<file path="config.mk">
export PLATFORM = sky130hd
export DESIGN_NAME = ex_seq_ctrl
export DESIGN_NICKNAME = d
export VERILOG_FILES = /design/src/rtl/ex_seq_ctrl_pkg.sv /design/src/rtl/ex_elem_buf.sv /design/src/rtl/ex_seq_ctrl.sv
export SDC_FILE = /design/constraint.sdc
export NUM_CORES = 1
export LEC_CHECK = 0
export BUFFER_PORTS_ARGS = -buffer_cell sky130_fd_sc_hd__buf_2
export CAP_MARGIN = 0
export CORE_ASPECT_RATIO = 1.4
export CORE_MARGIN = 3
export CORE_UTILIZATION = 50
export DETAILED_ROUTE_END_ITERATION = 16
export GPL_TIMING_DRIVEN = 0
export PLACE_DENSITY = 0.74
export SYNTH_ARGS = -nofsm -noshare
export SYNTH_HDL_FRONTEND = slang
export SYNTH_SLANG_ARGS = --single-unit
</file>
<file path="constraint.sdc">
create_clock -name i_clk -period 1.6 [get_ports i_clk]
set_input_delay 0.08 -clock i_clk [delete_from_list [all_inputs] [get_ports i_clk]]
set_output_delay 0.08 -clock i_clk [all_outputs]
set_load 0.01 [all_outputs]
</file>
<file path="src/rtl/ex_seq_ctrl_pkg.sv">
//------------------------------------------------------------------------------
// ex_seq_ctrl_pkg : shared state encoding and widths for the Ex sequencer
// Rev 1.0
//------------------------------------------------------------------------------
`default_nettype none

package ex_seq_ctrl_pkg;

  localparam int N_ELEM = 8;
  localparam int X_W    = 9;
  localparam int MEAN_W = 22;

  typedef enum logic [2:0] {
    ST_IDLE  = 3'd0,
    ST_LOAD  = 3'd1,
    ST_START = 3'd2,
    ST_FEED  = 3'd3,
    ST_WAIT  = 3'd4,
    ST_OUT   = 3'd5
  } state_t;

endpackage

`default_nettype wire

</file>
<file path="src/rtl/ex_elem_buf.sv">
//------------------------------------------------------------------------------
// ex_elem_buf : small element store, one write port, async read by pointer
// Rev 1.0
//------------------------------------------------------------------------------
`default_nettype none

module ex_elem_buf
  import ex_seq_ctrl_pkg::*;
#(
  parameter int DEPTH = 8,
  parameter int W     = 9
) (
  input  logic                     clk,
  input  logic                     rst_n,
  input  logic                     clr,
  input  logic                     wr_en,
  input  logic [$clog2(DEPTH)-1:0] wr_ptr,
  input  logic [W-1:0]             wr_data,
  input  logic [$clog2(DEPTH)-1:0] rd_ptr,
  output logic [W-1:0]             rd_data
);

  logic [W-1:0] mem [DEPTH];

  always_ff @(posedge clk or negedge rst_n) begin
    if (!rst_n) begin
      for (int i = 0; i < DEPTH; i++) mem[i] <= '0;
    end else if (clr) begin
      for (int i = 0; i < DEPTH; i++) mem[i] <= '0;
    end else if (wr_en) begin
      mem[wr_ptr] <= wr_data;
    end
  end

  assign rd_data = mem[rd_ptr];

endmodule

`default_nettype wire

</file>
<file path="src/rtl/ex_seq_ctrl.sv">
//------------------------------------------------------------------------------
// ex_seq_ctrl : collects an 8-element token and sequences it into the Ex unit
// Optional done-wait watchdog: define EX_SEQ_TIMEOUT_EN.  Rev 1.0
//------------------------------------------------------------------------------
`default_nettype none

module ex_seq_ctrl #(
  parameter int N_ELEM      = ex_seq_ctrl_pkg::N_ELEM,
  parameter int TIMEOUT_CYC = 16
) (
  input  logic                               i_clk,
  input  logic                               i_rstn,
  input  logic                               s_valid,
  output logic                               s_ready,
  input  logic [ex_seq_ctrl_pkg::X_W-1:0]    s_x,
  input  logic                               s_last,
  input  logic [1:0]                         i_alpha,
  input  logic [7:0]                         i_inv_n,
  output logic                               o_ex_valid,
  output logic [ex_seq_ctrl_pkg::X_W-1:0]    o_ex_x,
  output logic [1:0]                         o_ex_alpha,
  output logic [7:0]                         o_ex_inv_n,
  input  logic                               i_ex_done,
  input  logic [ex_seq_ctrl_pkg::MEAN_W-1:0] i_ex_mean,
  output logic                               m_valid,
  input  logic                               m_ready,
  output logic [ex_seq_ctrl_pkg::MEAN_W-1:0] m_mean,
  output logic                               o_err
);

  import ex_seq_ctrl_pkg::*;

  localparam int                CNT_W    = $clog2(N_ELEM);
  localparam logic [CNT_W-1:0]  LAST_IDX = CNT_W'(N_ELEM - 1);

  state_t              state, state_nxt;
  logic [CNT_W-1:0]    cnt;
  logic [1:0]          alpha_q;
  logic [7:0]          inv_n_q;
  logic [MEAN_W-1:0]   mean_q;
  logic                err_q;
  logic [X_W-1:0]      rd_data;
  logic                accept;
  logic                wd_expire;

  assign accept = (state == ST_LOAD) && s_valid;

  ex_elem_buf #(
    .DEPTH (N_ELEM),
    .W     (X_W)
  ) u_buf (
    .clk     (i_clk),
    .rst_n   (i_rstn),
    .clr     (state == ST_IDLE),
    .wr_en   (accept),
    .wr_ptr  (cnt),
    .wr_data (s_x),
    .rd_ptr  (cnt),
    .rd_data (rd_data)
  );

`ifdef EX_SEQ_TIMEOUT_EN
  localparam int WD_W = $clog2(TIMEOUT_CYC + 1);
  logic [WD_W-1:0] wd_cnt;

  always_ff @(posedge i_clk or negedge i_rstn) begin
    if (!i_rstn)                wd_cnt <= '0;
    else if (state == ST_WAIT)  wd_cnt <= wd_cnt + 1'b1;
    else                        wd_cnt <= '0;
  end

  assign wd_expire = (state == ST_WAIT) && !i_ex_done &&
                     (wd_cnt == WD_W'(TIMEOUT_CYC - 1));
`else
  assign wd_expire = 1'b0;
`endif

  always_ff @(posedge i_clk or negedge i_rstn) begin
    if (!i_rstn) state <= ST_IDLE;
    else         state <= state_nxt;
  end

  // One counter serves as write pointer in LOAD and read pointer in FEED.
  always_ff @(posedge i_clk or negedge i_rstn) begin
    if (!i_rstn) begin
      cnt <= '0;
    end else if (state == ST_IDLE || state == ST_START) begin
      cnt <= '0;
    end else if (accept || state == ST_FEED) begin
      cnt <= cnt + 1'b1;
    end
  end

  always_ff @(posedge i_clk or negedge i_rstn) begin
    if (!i_rstn) begin
      alpha_q <= '0;
      inv_n_q <= '0;
      mean_q  <= '0;
      err_q   <= 1'b0;
    end else begin
      if (accept && cnt == '0) begin
        alpha_q <= i_alpha;
        inv_n_q <= i_inv_n;
      end
      if (state == ST_WAIT && i_ex_done) mean_q <= i_ex_mean;
      else if (wd_expire)                mean_q <= '0;
      if ((accept && (s_last != (cnt == LAST_IDX))) ||
          (i_ex_done && state != ST_WAIT) || wd_expire)
        err_q <= 1'b1;
    end
  end

  always_comb begin
    state_nxt  = state;
    s_ready    = 1'b0;
    o_ex_valid = 1'b0;
    o_ex_x     = '0;
    m_valid    = 1'b0;
    case (state)
      ST_IDLE:  state_nxt = ST_LOAD;
      ST_LOAD: begin
        s_ready = 1'b1;
        if (accept && cnt == LAST_IDX) state_nxt = ST_START;
      end
      // Lead-in beat with x=0: the Ex unit spends it entering accumulation.
      ST_START: begin
        o_ex_valid = 1'b1;
        state_nxt  = ST_FEED;
      end
      ST_FEED: begin
        o_ex_valid = 1'b1;
        o_ex_x     = rd_data;
        if (cnt == LAST_IDX) state_nxt = ST_WAIT;
      end
      ST_WAIT: begin
        if (i_ex_done || wd_expire) state_nxt = ST_OUT;
      end
      ST_OUT: begin
        m_valid = 1'b1;
        if (m_ready) state_nxt = ST_IDLE;
      end
      default:  state_nxt = ST_IDLE;
    endcase
  end

  assign o_ex_alpha = alpha_q;
  assign o_ex_inv_n = inv_n_q;
  assign m_mean     = mean_q;
  assign o_err      = err_q;

endmodule

`default_nettype wire

</file>
==> impl_metrics.toml <==
[detailed_routing]
routed_via_density = 5.92
postRouteWirelength_mm = 17.9
drtPass1Iterations = 7
antenna_left = 0
post_drt_wl_per_cell_um = 23.0
dr_total_vias = 4597
first_iter_violations = 454
drc = 0

[timing]
fin_ws_ps = -445
finalSetupTns_ps = -9460
finClkSkew_ps = 8.18
hold_violations = 0
fin_crit_ps = 2040
slew_violations = 0
tightest_slew_ps = 520
rsz0062_at_grt = "true"
clock.fmax_mhz = 489
setup_viol = 112
finalCritPeriodShare = 1.28
relSlewSlack = 0.654

[place]
routabilityCongestion = 0.857
port_buffers = 82
post_dp_cell_area_mm2 = 0.00589
dp_hpwl_mm = 8.80

[pwr]
swShare = 0.380
p_leak_nw = 3.86
p_comb_frac = 0.475
power_density_mw_per_mm2 = 1750
ir_drop_mv = 0.885
p_int_w = 0.00807
p_switching_w = 0.00494
p_clk_frac = 0.179
p_seq_frac = 0.347

[logic_synthesis]
synth_flop_cell = "dfrtp_1"
yosys_warnings = 0
async_reset_ff_frac = 1.00
syn-num-nets = 513
synth_most_common_cell = "dfrtp_1"
syn_area_mm2 = 0.00528
synth_top_cell_by_area = "dfrtp_1"
synth_enable_flop_cells = 0
ys_seq_area_frac = 0.526
synthTopCellsByArea = "dfrtp_1 (53%), mux2i_1 (15%), mux2_2 (8.7%)"
synth-seq-cells = 111
netlist.area_leader.share = 0.526
synthDistinctLibCells = 38
syn-mean-instance-area_um2 = 11.4
synth_commonest_cells = "dfrtp_1 (111), nor2_1 (82), mux2i_1 (78), mux2_2 (41)"
synthCells = 463

[critical_path]
cp-start-kind = "flip-flop"
critPathCaptureType = "primary output"
critPathSlowestCell = "dfrtp_2"
arrival_ps = 1960
cp_max_fo = 10
cp_top_family = "buffers and inverters"
critical_path_buf_inv_count = 3
critPathRequiredTime_ps = 1520
path_class = "flip-flop to primary output"
path_cells = "buf_4, buf_6, mux2i_1, o21ai_1, nand2_1, a31oi_2, buf_2"
crit_path_max_incr_delay_ps = 460

[run]
cap_violations = 0

[global_routing]
grt_pass1_wl_mm = 24.3
gr-usage-met2 = 0.454
overflow = 0
grt_max_degree = 75
grt_use_total = 0.268
use_met1 = 0.312
grt_util_met3 = 0.0660
grt_pass1_vias = 4627
antenna_found_initial = 2
grt_most_used_layer = "met2"

[floorplan]
num_io_pins = 92
die_y_um = 128
core_area_mm2 = 0.0101
rows = 43
die_width_um = 92.9
dieArea_mm2 = 0.0118
initial_core_util = 0.522

[clock_network]
clockBufferDepth = 2
cts_root_buf = "clkbuf_16"
htree_levels = 3
cts_tree = "done"
path_clk_slew_ps = 80
cts_buffers = 9
clk_latency_ps = 360
cts.sinks = 111

[run_status]
status = "complete, but fails checks"
violations = "setup timing"

[cells_and_area]
drive_above_1_share = 0.413
final_nets = 684
design_area_mm2 = 0.00742
area_growth_pct = 40.5

[min_path]
holdCritPathClass = "primary input to flip-flop"
==> worst paths after layout <==
check | startpoint | endpoint | slack [ps] | cells past startpoint
max | cnt[1] | o_ex_x[3] | -440 | 7
min | s_last | o_err | 50 | 4
max reg2reg | cnt[1] | o_ex_inv_n[7] | -140 | 6
min reg2reg | o_err | o_err | 500 | 1
max in group asynchronous | i_rstn | cnt[0] | 580 | 3
min in group asynchronous | i_rstn | u_buf.mem[4] | 250 | 2
==> stage by stage <==
step,instances,worst slack [ps],power [W],utilization,hold WS [ps]
finish,776,-445,0.0130,0.734,51.3
global route,776,-464,0.0136,0.734,98.8
CTS,759,-371,0.0120,0.693,27.3
detailed placement,681,-592,0.00878,0.583,87.8
global placement,680,-786,0.00860,0.580,312
floorplan,463,0.101,0.00735,-,-216
==> final cells by class <==
type / count / area (um^2)
tap: 135 / 169
inverter: 3 / 11.3
buffer: 41 / 409
fill: 663 / 2690
multi-input combinational: 306 / 2500
antenna: 2 / 5.00
sequential: 111 / 2780
clock buffer: 9 / 225
clock inverter: 7 / 81.3
timing repair buffer: 162 / 1240
==> per-layer routing <==
layer / vias to the layer above / wire length, um / part of all wire
met5: - / 0 / 0
met4: 0 / 829 / 0.046
met3: 77 / 1380 / 0.077
met2: 304 / 9270 / 0.52
met1: 2263 / 6390 / 0.36
li1: 1953 / - / -
==> power groups by stage <==
| stage | logic [W] | registers [W] | clock network (W) |
|---|---|---|---|
| 3_3_place_gp | 0.00425 | 0.00435 | 0 |
| 3_5_place_dp | 0.00437 | 0.00441 | 0 |
| 6_report | 0.00618 | 0.00451 | 0.00233 |
| 2_1_floorplan | 0.00298 | 0.00436 | 0 |
| 5_1_grt | 0.00653 | 0.00460 | 0.00243 |
| 4_1_cts | 0.00529 | 0.00440 | 0.00233 |
==> cells in the final DEF (no fill, tap or decap), types with 4 or more instances in the layout <==
cell / n
buf_6: 27
dlygate4sd3_1: 33
and3_1: 4
clkbuf_16: 11
a22o_1: 6
dfrtp_1: 107
nand3b_1: 5
a21oi_1: 10
buf_12: 4
buf_4: 27
mux2_4: 24
dfrtp_2: 4
buf_8: 8
mux2i_1: 76
buf_2: 92
nor2_1: 81
nand2_1: 14
clkbuf_2: 4
mux2_2: 17
nand3_1: 6
o21ai_0: 8
==> flip-flops by register name, indices dropped and copies added, names as in the netlist <==
signal      count
u_buf.mem      72
m_mean         22
o_ex_inv_n      8
cnt             3
state           3
o_ex_alpha      2
o_err           1
==> cell families (layout without fill, tap and decap cells) <==
| group | after synthesis | count (layout) | synth area share |
|---|---|---|---|
| buf+inv | 46 | 222 | 0.0469 |
| compound gates | 51 | 51 | 0.0640 |
| simple gates | 130 | 130 | 0.111 |
| mux | 121 | 121 | 0.244 |
| flops | 111 | 111 | 0.526 |
| xor+xnor | 1 | 1 | 0.00166 |
| other cells | 0 | 2 | 0 |
| fa+ha+maj | 3 | 3 | 0.00711 |
==> worst reg2reg max path, cell delays in order (launching register included) <==
cell      delay, ps
dfrtp_2         460
inv_2           160
clkbuf_8        220
ha_1            160
nand3b_1        170
buf_6           190
mux2_2          270
==> timing repair <==
| action | in CTS | in global routing |
|---|---|---|
| buffers inserted | 21 | 12 |
| setup endpoints to repair | 114 | 117 |
| hold buffers | 33 | 0 |
| gates cloned | 8 | 5 |
| pin swaps | 9 | 17 |
| hold endpoints to repair | 69 | 0 |
| gates resized for setup | 89 | 83 |
(Power assumes the default switching activity.)
